===== src/rtl/bilin_phase_gen_pkg.sv =====
// Shared constants and FSM state type for the bilinear scaler phase generator.
package bilin_pkg;
  localparam int          FRAC_W   = 8;
  localparam logic [15:0] STEP_MIN = 16'h0020;
  localparam logic [15:0] STEP_MAX = 16'h01FF;

  typedef enum logic [1:0] {IDLE, FILL, RUN, DRAIN} state_t;
endpackage


===== src/rtl/bilin_phase_gen_if.sv =====
// Line config, pixel input handshake and interpolation-pair output bundle.
interface bilin_phase_gen_if #(
  parameter int W_CNT  = 12,
  parameter int FRAC_W = 8
);
  logic [15:0]       step_i;
  logic [W_CNT-1:0]  in_width_i;
  logic [W_CNT-1:0]  out_width_i;
  logic              sol_i;
  logic [7:0]        pix_i;
  logic              pix_vld_i;
  logic              pix_rdy_o;
  logic [7:0]        din1_o;
  logic [7:0]        din2_o;
  logic [FRAC_W-1:0] kremain_o;
  logic              out_vld_o;
  logic              eol_o;
  logic              busy_o;

  modport master (
    output step_i, in_width_i, out_width_i, sol_i, pix_i, pix_vld_i,
    input  pix_rdy_o, din1_o, din2_o, kremain_o, out_vld_o, eol_o, busy_o
  );
  modport slave (
    input  step_i, in_width_i, out_width_i, sol_i, pix_i, pix_vld_i,
    output pix_rdy_o, din1_o, din2_o, kremain_o, out_vld_o, eol_o, busy_o
  );
endinterface


===== src/rtl/bilin_phase_gen_acc.sv =====
// 8.8 DDA position register: clear, advance by step, integer field clamped to max_int.
module bilin_phase_acc #(
  parameter int W_CNT  = 12,
  parameter int FRAC_W = 8
) (
  input  logic              clk,
  input  logic              rst_n,
  input  logic              clr,
  input  logic              adv,
  input  logic [15:0]       step,
  input  logic [W_CNT-1:0]  max_int,
  output logic [W_CNT-1:0]  pos_int,
  output logic [FRAC_W-1:0] pos_frac
);
  localparam int POS_W = W_CNT + FRAC_W;

  logic [POS_W-1:0] pos;
  logic [POS_W:0]   sum;
  logic [POS_W-1:0] pos_nxt;

  // One extra bit on the sum so an overshoot past the last pixel is seen, not wrapped.
  always_comb begin
    sum     = {1'b0, pos} + (POS_W+1)'(step);
    pos_nxt = sum[POS_W-1:0];
    if (sum[POS_W:FRAC_W] > {1'b0, max_int})
      pos_nxt = {max_int, sum[FRAC_W-1:0]};
  end

  always_ff @(posedge clk or negedge rst_n) begin
    if (!rst_n)   pos <= '0;
    else if (clr) pos <= '0;
    else if (adv) pos <= pos_nxt;
  end

  assign pos_int  = pos[POS_W-1:FRAC_W];
  assign pos_frac = pos[FRAC_W-1:0];
endmodule


===== src/rtl/bilin_phase_gen.sv =====
// Horizontal bilinear front end: walks a 2-pixel window along the input line and
// emits (p[n], p[n+1], frac) for every output pixel.
module bilin_phase_gen
  import bilin_pkg::*;
#(
  parameter int W_CNT  = 12,
  parameter int FRAC_W = bilin_pkg::FRAC_W
) (
  input  logic            clk,
  input  logic            rst_n,
  bilin_phase_gen_if.slave bus
);
  state_t            state;
  logic [15:0]       step_q;
  logic [W_CNT-1:0]  in_w_q, out_w_q;
  logic [W_CNT-1:0]  n, in_cnt, out_cnt;
  logic [7:0]        p0, p1;
  logic [W_CNT-1:0]  pos_int;
  logic [FRAC_W-1:0] pos_frac;
  logic              at_n, need_pix, pix_rdy, take, acc_clr, acc_adv;

  assign at_n     = (pos_int == n);
  assign need_pix = (in_cnt < in_w_q);
  assign acc_clr  = (state == IDLE) && bus.sol_i;
  assign acc_adv  = (state == RUN) && at_n;

  // Ready depends only on registered state, so it never combinationally follows pix_vld_i.
  always_comb begin
    pix_rdy = 1'b0;
    case (state)
      FILL:    pix_rdy = 1'b1;
      RUN:     pix_rdy = !at_n && need_pix;
      DRAIN:   pix_rdy = need_pix;
      default: pix_rdy = 1'b0;
    endcase
  end

  assign take          = pix_rdy && bus.pix_vld_i;
  assign bus.pix_rdy_o = pix_rdy;

  bilin_phase_acc #(.W_CNT(W_CNT), .FRAC_W(FRAC_W)) u_acc (
    .clk      (clk),
    .rst_n    (rst_n),
    .clr      (acc_clr),
    .adv      (acc_adv),
    .step     (step_q),
    .max_int  (in_w_q - W_CNT'(1)),
    .pos_int  (pos_int),
    .pos_frac (pos_frac)
  );

  always_ff @(posedge clk or negedge rst_n) begin
    if (!rst_n) begin
      state         <= IDLE;
      step_q        <= '0;
      in_w_q        <= '0;
      out_w_q       <= '0;
      n             <= '0;
      in_cnt        <= '0;
      out_cnt       <= '0;
      p0            <= '0;
      p1            <= '0;
      bus.din1_o    <= '0;
      bus.din2_o    <= '0;
      bus.kremain_o <= '0;
      bus.out_vld_o <= 1'b0;
      bus.eol_o     <= 1'b0;
      bus.busy_o    <= 1'b0;
    end else begin
      bus.out_vld_o <= 1'b0;
      bus.eol_o     <= 1'b0;
      case (state)
        IDLE: if (bus.sol_i) begin
          step_q     <= bus.step_i;
          in_w_q     <= bus.in_width_i;
          out_w_q    <= bus.out_width_i;
          n          <= '0;
          in_cnt     <= '0;
          out_cnt    <= '0;
          bus.busy_o <= 1'b1;
          state      <= FILL;
        end
        FILL: if (take) begin
          in_cnt <= in_cnt + W_CNT'(1);
          if (in_cnt == '0) p0 <= bus.pix_i;
          else begin
            p1    <= bus.pix_i;
            state <= RUN;
          end
        end
        RUN: if (at_n) begin
          bus.din1_o    <= p0;
          bus.din2_o    <= p1;
          bus.kremain_o <= pos_frac;
          bus.out_vld_o <= 1'b1;
          out_cnt       <= out_cnt + W_CNT'(1);
          if (out_cnt == out_w_q - W_CNT'(1)) begin
            bus.eol_o <= 1'b1;
            if (need_pix) state <= DRAIN;
            else begin
              state      <= IDLE;
              bus.busy_o <= 1'b0;
            end
          end
        end else if (need_pix) begin
          if (take) begin
            p0     <= p1;
            p1     <= bus.pix_i;
            n      <= n + W_CNT'(1);
            in_cnt <= in_cnt + W_CNT'(1);
          end
        end else begin
          // Past the last input pixel: replicate the edge instead of fetching.
          p0 <= p1;
          n  <= n + W_CNT'(1);
        end
        DRAIN: if (!need_pix) begin
          state      <= IDLE;
          bus.busy_o <= 1'b0;
        end else if (take) begin
          in_cnt <= in_cnt + W_CNT'(1);
          if (in_cnt == in_w_q - W_CNT'(1)) begin
            state      <= IDLE;
            bus.busy_o <= 1'b0;
          end
        end
        default: state <= IDLE;
      endcase
    end
  end
endmodule


===== src/flat_wrapper.sv =====
// flat-port wrapper written by rule: the top's interface ports become plain ports
module bilin_phase_gen_flat import bilin_pkg::*;
#(
  parameter int W_CNT  = 12,
  parameter int FRAC_W = bilin_pkg::FRAC_W
)
  (clk, rst_n, bus_step_i, bus_in_width_i, bus_out_width_i, bus_sol_i, bus_pix_i, bus_pix_vld_i, bus_pix_rdy_o, bus_din1_o, bus_din2_o, bus_kremain_o, bus_out_vld_o, bus_eol_o, bus_busy_o);
  bilin_phase_gen_if #(.W_CNT(W_CNT), .FRAC_W(FRAC_W)) bus_i ();
  input  logic clk;
  input  logic rst_n;
  input wire logic [$bits(bus_i.step_i)-1:0] bus_step_i;
  input wire logic [$bits(bus_i.in_width_i)-1:0] bus_in_width_i;
  input wire logic [$bits(bus_i.out_width_i)-1:0] bus_out_width_i;
  input wire logic [$bits(bus_i.sol_i)-1:0] bus_sol_i;
  input wire logic [$bits(bus_i.pix_i)-1:0] bus_pix_i;
  input wire logic [$bits(bus_i.pix_vld_i)-1:0] bus_pix_vld_i;
  output wire logic [$bits(bus_i.pix_rdy_o)-1:0] bus_pix_rdy_o;
  output wire logic [$bits(bus_i.din1_o)-1:0] bus_din1_o;
  output wire logic [$bits(bus_i.din2_o)-1:0] bus_din2_o;
  output wire logic [$bits(bus_i.kremain_o)-1:0] bus_kremain_o;
  output wire logic [$bits(bus_i.out_vld_o)-1:0] bus_out_vld_o;
  output wire logic [$bits(bus_i.eol_o)-1:0] bus_eol_o;
  output wire logic [$bits(bus_i.busy_o)-1:0] bus_busy_o;
  assign bus_i.step_i = bus_step_i;
  assign bus_i.in_width_i = bus_in_width_i;
  assign bus_i.out_width_i = bus_out_width_i;
  assign bus_i.sol_i = bus_sol_i;
  assign bus_i.pix_i = bus_pix_i;
  assign bus_i.pix_vld_i = bus_pix_vld_i;
  assign bus_pix_rdy_o = bus_i.pix_rdy_o;
  assign bus_din1_o = bus_i.din1_o;
  assign bus_din2_o = bus_i.din2_o;
  assign bus_kremain_o = bus_i.kremain_o;
  assign bus_out_vld_o = bus_i.out_vld_o;
  assign bus_eol_o = bus_i.eol_o;
  assign bus_busy_o = bus_i.busy_o;
  bilin_phase_gen #(.W_CNT(W_CNT), .FRAC_W(FRAC_W)) u_core (.clk(clk), .rst_n(rst_n), .bus(bus_i));
endmodule

===== config.mk =====
export PLATFORM = sky130hd
export DESIGN_NAME = bilin_phase_gen_flat
export DESIGN_NICKNAME = d
export VERILOG_FILES = /design/src/rtl/bilin_phase_gen_pkg.sv /design/src/rtl/bilin_phase_gen_if.sv /design/src/rtl/bilin_phase_gen_acc.sv /design/src/rtl/bilin_phase_gen.sv /design/src/flat_wrapper.sv
export SDC_FILE = /design/constraint.sdc
export NUM_CORES = 1
export LEC_CHECK = 0
export BUFFER_PORTS_ARGS = -buffer_cell sky130_fd_sc_hd__buf_2
export CORE_ASPECT_RATIO = 1.1
export CORE_MARGIN = 4
export CORE_UTILIZATION = 60
export DETAILED_ROUTE_END_ITERATION = 10
export GPL_TIMING_DRIVEN = 0
export PLACE_DENSITY = 0.8
export SLEW_MARGIN = 20
export SYNTH_ARGS = -nofsm -noshare
export SYNTH_HDL_FRONTEND = slang
export SYNTH_HIERARCHICAL = 1
export SYNTH_SLANG_ARGS = --single-unit

===== constraint.sdc =====
create_clock -name clk -period 6.7 [get_ports clk]
set_input_delay 1.34 -clock clk [delete_from_list [all_inputs] [get_ports clk]]
set_output_delay 1.34 -clock clk [all_outputs]
set_load 0.01 [all_outputs]

---- Word-level counts from Yosys, hierarchy flattened ----
Cells that the tools add are included.
storage, ports and cells
  register bits ........................... 141
  logic and storage cells ................. 113
operators by class
  $lt $le $gt $ge ......................... 2
  muxes and demuxes ....................... 50
  add/subtract/negate cells ............... 6
  equality and inequality tests ........... 19
  reduce and logical (&&, ||, !) cells .... 20
operators by type and width
  kind                                                                     number
  12-bit two-way mux                                                       8
  8-bit two-way mux                                                        10
  20-bit two-way mux                                                       3
  12-bit case mux with 2 select lines                                      2
  12-bit case mux with 4 select lines                                      1
  12-bit by 1-bit adder with 12-bit output, second input constant          3
  12-bit == test                                                           3
  8-bit case mux with 2 select lines                                       2
  12-bit by 1-bit subtractor with 12-bit output, second input constant     2
  20-bit by 16-bit adder with 21-bit output                                1
  2-bit two-way mux                                                        9
  7-bit AND reduction                                                      2
  13-bit by 12-bit greater-than comparator with 1-bit output               1
  12-bit logical NOT                                                       1
  12-bit < comparator                                                      1
  1-bit two-way mux                                                        12
  2-bit by 1-bit inequality test with 1-bit output, second input constant  5
  2-bit inequality test, second input constant                             5
  3-bit inequality test, second input constant                             3
  2-bit case mux with 4 select lines                                       1
  1-bit case mux with 3 select lines                                       2
  2-bit AND reduction                                                      3
  6-bit AND reduction                                                      1
  2-bit nonzero test                                                       3
  other kinds (9)                                                          13

---- Depth between registers and ports, before layout ----
  word-level depth ........................ 9
  gate-level depth with buffers ........... 19
  depth with buffers taken out ............ 18

---- Cells and area by module ----
Netlist, hierarchy kept.
by module, submodules not included
  module           times used  area an instance (um^2)  cells an instance
  bilin_phase_gen  1           6739.0                   692
  bilin_phase_acc  1           2204.6                   253

---- Worst setup path before layout ----
Ideal clock, no wire load.
  kind .................................... register -> register
  from .................................... register u_core.u_acc.pos[0]
  to ...................................... register u_core.u_acc.pos[8]
  slack ................................... 2.784 ns
  buffers on the path ..................... 0
  stages on the path, launching flop included .. 19
  data required time ...................... 6.613 ns
  arrival time ............................ 3.829 ns
  clock period less this slack ............ 3.916 ns
  path through ............................ dfrtp_1 > ha_1 > inv_1 > fa_1 > nor2b_4 > o2111ai_1 > nor3b_2 > o211a_4 > o21ai_4 > xnor2_1 > ha_1 > nand4_1 > nor2_1 > o31a_1 > o311ai_0 > a21oi_1 > a21oi_4 > mux2_4 > a211oi_2
between the ends
  cells in the longest elaborated chain, start to end .. 5
ends and longest elaborated chain
  element                                                     line                       text
  start, declared                                             bilin_phase_gen_acc.sv:17  logic [POS_W-1:0] pos;
  start signal, assigned                                      bilin_phase_gen_acc.sv:32  else if (adv) pos <= pos_nxt;
  20-bit by 16-bit adder with 21-bit output (*)               bilin_phase_gen_acc.sv:23  sum = {1'b0, pos} + (POS_W+1)'(step);
  13-bit by 12-bit greater-than comparator with 1-bit output  bilin_phase_gen_acc.sv:25  if (sum[POS_W:FRAC_W] > {1'b0, max_int})
  20-bit two-way mux (*)                                      bilin_phase_gen_acc.sv:25
  20-bit two-way mux (*)                                      bilin_phase_gen_acc.sv:32
  20-bit two-way mux (*)                                      bilin_phase_gen_acc.sv:31  else if (clr) pos <= '0;
Every way passes the cells marked *; elsewhere a longest branch is shown, timed or not. The select of a mux whose other input is x is not followed.
A chain may end at the register's enable or synchronous reset.

---- Worst setup path after layout ----
  from .................................... register u_core.u_acc.pos[4]
  to ...................................... register u_core.u_acc.pos[8]
Same word-level chain as after synthesis.

==> out/metrics.sh <==
POWER-PER-CELL-AREA_nW_PER_UM2=455
DRT_ITER0_MARKERS=465
GRT_PASS1_WL_UM=35600
RSZ0062_AT_GRT='no'
TIMING_HOLD_VIOLATIONS_FINAL=0
PATH_MAX_FANOUT=9
DRT-WIRELENGTH-PER-CELL_UM=17.3
VDD.IR_DROP.WORST_uV=257
INITIAL_CORE_UTIL=0.617
POSTROUTEWIRELENGTH_UM=21600
DRC_VIOLATIONS_LEFT=0
NUMBER_OF_HOLD_BUFFERS_ADDED_AFTER_CTS=0
SETUP_VIOL=0
FINAL_LAYOUT_SIZE_SUFFIX_GT1_FRAC=0.177
DESIGN.DIE.AREA_SQ_UM=16900
CPPEAKSTAGEDELAY_PS=520
CTSLONGESTPATHBUFFERS=2
END_KIND='flip-flop'
ANTENNA_FOUND_INITIAL=0
NUM-NETS-FINAL=1142
DIE_H_UM=136
DR_TOTAL_VIAS=7358
DRT-VIAS-PER-INSTANCE=5.90
DISTINCT_CELL_TYPE_COUNT_OF_THE_SYNTHESIZED_NETLIST=89
TIGHTEST_SLEW_PS=949
CRIT_PATH_START_KIND='flip-flop'
GPL.FINAL_WEIGHTED_CONGESTION=0.968
SYNTH-EDFF-COUNT=0
CP_CELL_SEQUENCE='ha_1 -> a21oi_1 -> o21ai_1 -> o2111ai_1 -> nand2_1 -> a221oi_2 -> nor3_1 -> or2_2 -> ha_1 -> and2_1 -> nand2_1 -> nor4_1 -> a21oi_1 -> a21oi_4 -> mux2_4 -> a211oi_2'
STD_CELL_ROWS=46
DETAIL-ROUTE-ANTENNA-NETS=0
POST-SYNTH-TOP-COUNT-CELL='sky130_fd_sc_hd__nand2_1'
TNS_PS=0
SYNTH_FLOP_CELL='sky130_fd_sc_hd__dfrtp_1'
CTS_MAX_LEVEL=4
SYNTHCELLS=945
NUM_IO_PINS=80
FINALCLOCKSKEW_PS=11.0
FINAL_COUNT_OF_PINS_VIOLATING_MAX_SLEW=0
SYNTH.CELL_AREA_SQ_UM=8940
FINAL.FILL_COUNT=1145
GRT_PASS1_VIAS=7260
POST_CTS.REPAIR.SETUP_BUFFERS=0
LEAKAGE_nW=4.85
CLOCK.FMAX_GHz=0.218
POSTSYNTHNETCOUNT=1044
SYNTHDOMINANTAREACELLTYPE='sky130_fd_sc_hd__dfrtp_1'
YS_FF_LATCH=141
DIODES=0
DIE_X_UM=124
POSTSYNTH.ASYNCRESETSHARE=1.00
YOSYSSEQAREASHARE=0.395
SYN_AVG_CELL_AREA_SQ_UM=9.46
AREA_GROWTH_SYN_TO_LAYOUT_PCT=13.8
GRT_USE_TOTAL=0.261
GRT_MAX_DEGREE=78
DETAILEDROUTE.FIRSTPASSITERATIONCOUNT=5
FINAL.PERIOD_UTILIZATION=0.686
DP_SLACK_PS=2260
CLOCK-ROOT-BUFFER='sky130_fd_sc_hd__clkbuf_16'
FINALCRITICALPERIOD_PS=4600
RELSLEWSLACK=0.365
WORST_HOLD_PATH_TYPE='flip-flop to flip-flop'
POST-DP-HPWL_UM=15600
POST_CTS.RESIZED_INSTANCES=0
TYPE_OF_THE_WORST_SETUP_PATH='flip-flop to flip-flop'
POST_SYNTH_MAIN_AREA_CONTRIBUTORS='sky130_fd_sc_hd__dfrtp_1 39%, sky130_fd_sc_hd__ha_1 6.4%, sky130_fd_sc_hd__nand2_1 6.4%'
SYNTH.TOP_CELLS.BY_COUNT='153 x sky130_fd_sc_hd__nand2_1, 141 x sky130_fd_sc_hd__dfrtp_1, 53 x sky130_fd_sc_hd__nor2_1'
YS_WARN_COUNT=6
CLK_PIN_SLEW_PS=60
CRIT_SLOWEST_CELL='sky130_fd_sc_hd__a221oi_2'
RUN_STATUS='completed'
TRITONCTS='done'
MAX-CAP-VIOLATIONS=0
SETUP_SLACK_PS=2100
CP_DATA_ARRIVAL_TIME_PS=4930
GRT_OVF=0
CRITPATHREQUIREDTIME_PS=7030
CORE_AREA_SQ_UM=14500
PORTION_OF_SYNTHESIZED_CELL_AREA_OCCUPIED_BY_THE_LEADING_CELL_TYPE=0.395
CLOCK_SINKS=141
WORST_SKEW_PAIR.LATE_LATENCY_PS=420
CTS-BUFFERS-INSERTED=17
PORT_BUFFERS=78
==> worst max-delay path, delay by kind of cell (launching register included) <==
kind                       cells  cell delay (ps)
DFF                            1              410
adders and majority gates      2              670
and+or+nand+nor                6             1110
muxes                          1              350
AOI/OAI and AO/OA              7             1960
==> sequential cells by signal, summed over array words and instances, names as in the netlist, 12 cells and up <==
| name | count |
|---|---|
| u_core/n | 12 |
| u_core/step_q | 16 |
| u_core/in_w_q | 12 |
| u_core/out_cnt | 12 |
| u_core/out_w_q | 12 |
| u_core/in_cnt | 12 |
| u_core/u_acc/pos | 20 |
==> layout by cell type (no fill, tap or decap), drive strengths merged, types with 8 or more instances in the layout <==
| master | count |
|---|---|
| xnor2 | 31 |
| a21oi | 35 |
| inv | 58 |
| nand2b | 10 |
| and3 | 9 |
| a211oi | 13 |
| nand4 | 19 |
| nor2 | 54 |
| dfrtp | 141 |
| a31oi | 10 |
| o211ai | 11 |
| ha | 46 |
| nor2b | 8 |
| mux2 | 42 |
| nand2 | 154 |
| xor2 | 33 |
| clkbuf | 49 |
| o31ai | 12 |
| nor4 | 13 |
| o21ai | 41 |
| buf | 95 |
| a21o | 9 |
| or3 | 9 |
| nand3 | 33 |
| mux2i | 23 |
| nor3 | 16 |
==> path summary, 6_finish.rpt <==
check | startpoint | end | slack (ps) | depth (start not counted)
max reg2reg | u_core/u_acc/pos[4] | u_core/u_acc/pos[8] | 2100 | 16
min | u_core/p0[3] | u_core/p0[3] | 480 | 1
max in group asynchronous | rst_n | u_core/step_q[6] | 5130 | 2
min in group asynchronous | rst_n | u_core/out_w_q[6] | 840 | 1
min reg2reg | u_core/p0[3] | u_core/p0[3] | 480 | 1
max | u_core/u_acc/pos[4] | u_core/u_acc/pos[8] | 2100 | 16
==> cell type report <==
type | count | area (sq um) | share of cell area
multi-input cells | 710 | 4960 | 0.487
flip-flops and latches | 141 | 3530 | 0.347
clock buffers | 19 | 443 | 0.0435
repair buffers | 79 | 428 | 0.0421
plain buffers | 46 | 275 | 0.0271
well taps | 192 | 240 | 0.0236
inverters | 48 | 180 | 0.0177
clock inverters | 13 | 121 | 0.0119
==> kinds of logic after synthesis <==
| group | count (synthesis) | share of synthesized area |
|---|---|---|
| and+or+nand+nor | 358 | 0.200 |
| adders and majority gates | 47 | 0.0666 |
| muxes | 65 | 0.0790 |
| buffers and inverters | 94 | 0.0509 |
| DFF | 141 | 0.395 |
| xor gates and xnor gates | 69 | 0.0753 |
| AOI/OAI and AO/OA | 171 | 0.134 |
==> stage by stage <==
| stage | total power [mW] | cells | util | area (sq um) | hold slack [ps] |
|---|---|---|---|---|---|
| after CTS | 4.61 | 1248 | 0.702 | 10200 | 488 |
| after detailed placement | 3.66 | 1216 | 0.663 | 9610 | 470 |
| after global routing | 4.97 | 1248 | 0.702 | 10200 | 511 |
| after floorplan | 3.14 | 945 | - | 8940 | 450 |
| after global placement | 3.57 | 1215 | 0.660 | 9570 | 462 |
| final | 4.63 | 1248 | 0.702 | 10200 | 484 |
==> report_power, final <==
group / internal, mW / leakage, nW / switching, mW
logic: 1.02 / 2.82 / 1.32
clock network: 0.501 / 0.274 / 0.400
registers: 1.12 / 1.75 / 0.277
==> routing by layer <==
layer / vias up / track usage / routed length [um]
met5: - / 0 / 0
met4: 0 / 0.110 / 624
met3: 43 / 0.0452 / 1010
met2: 205 / 0.447 / 10600
met1: 3565 / 0.330 / 9390
li1: 3545 / - / -
Power figures use the tool's default switching activity.
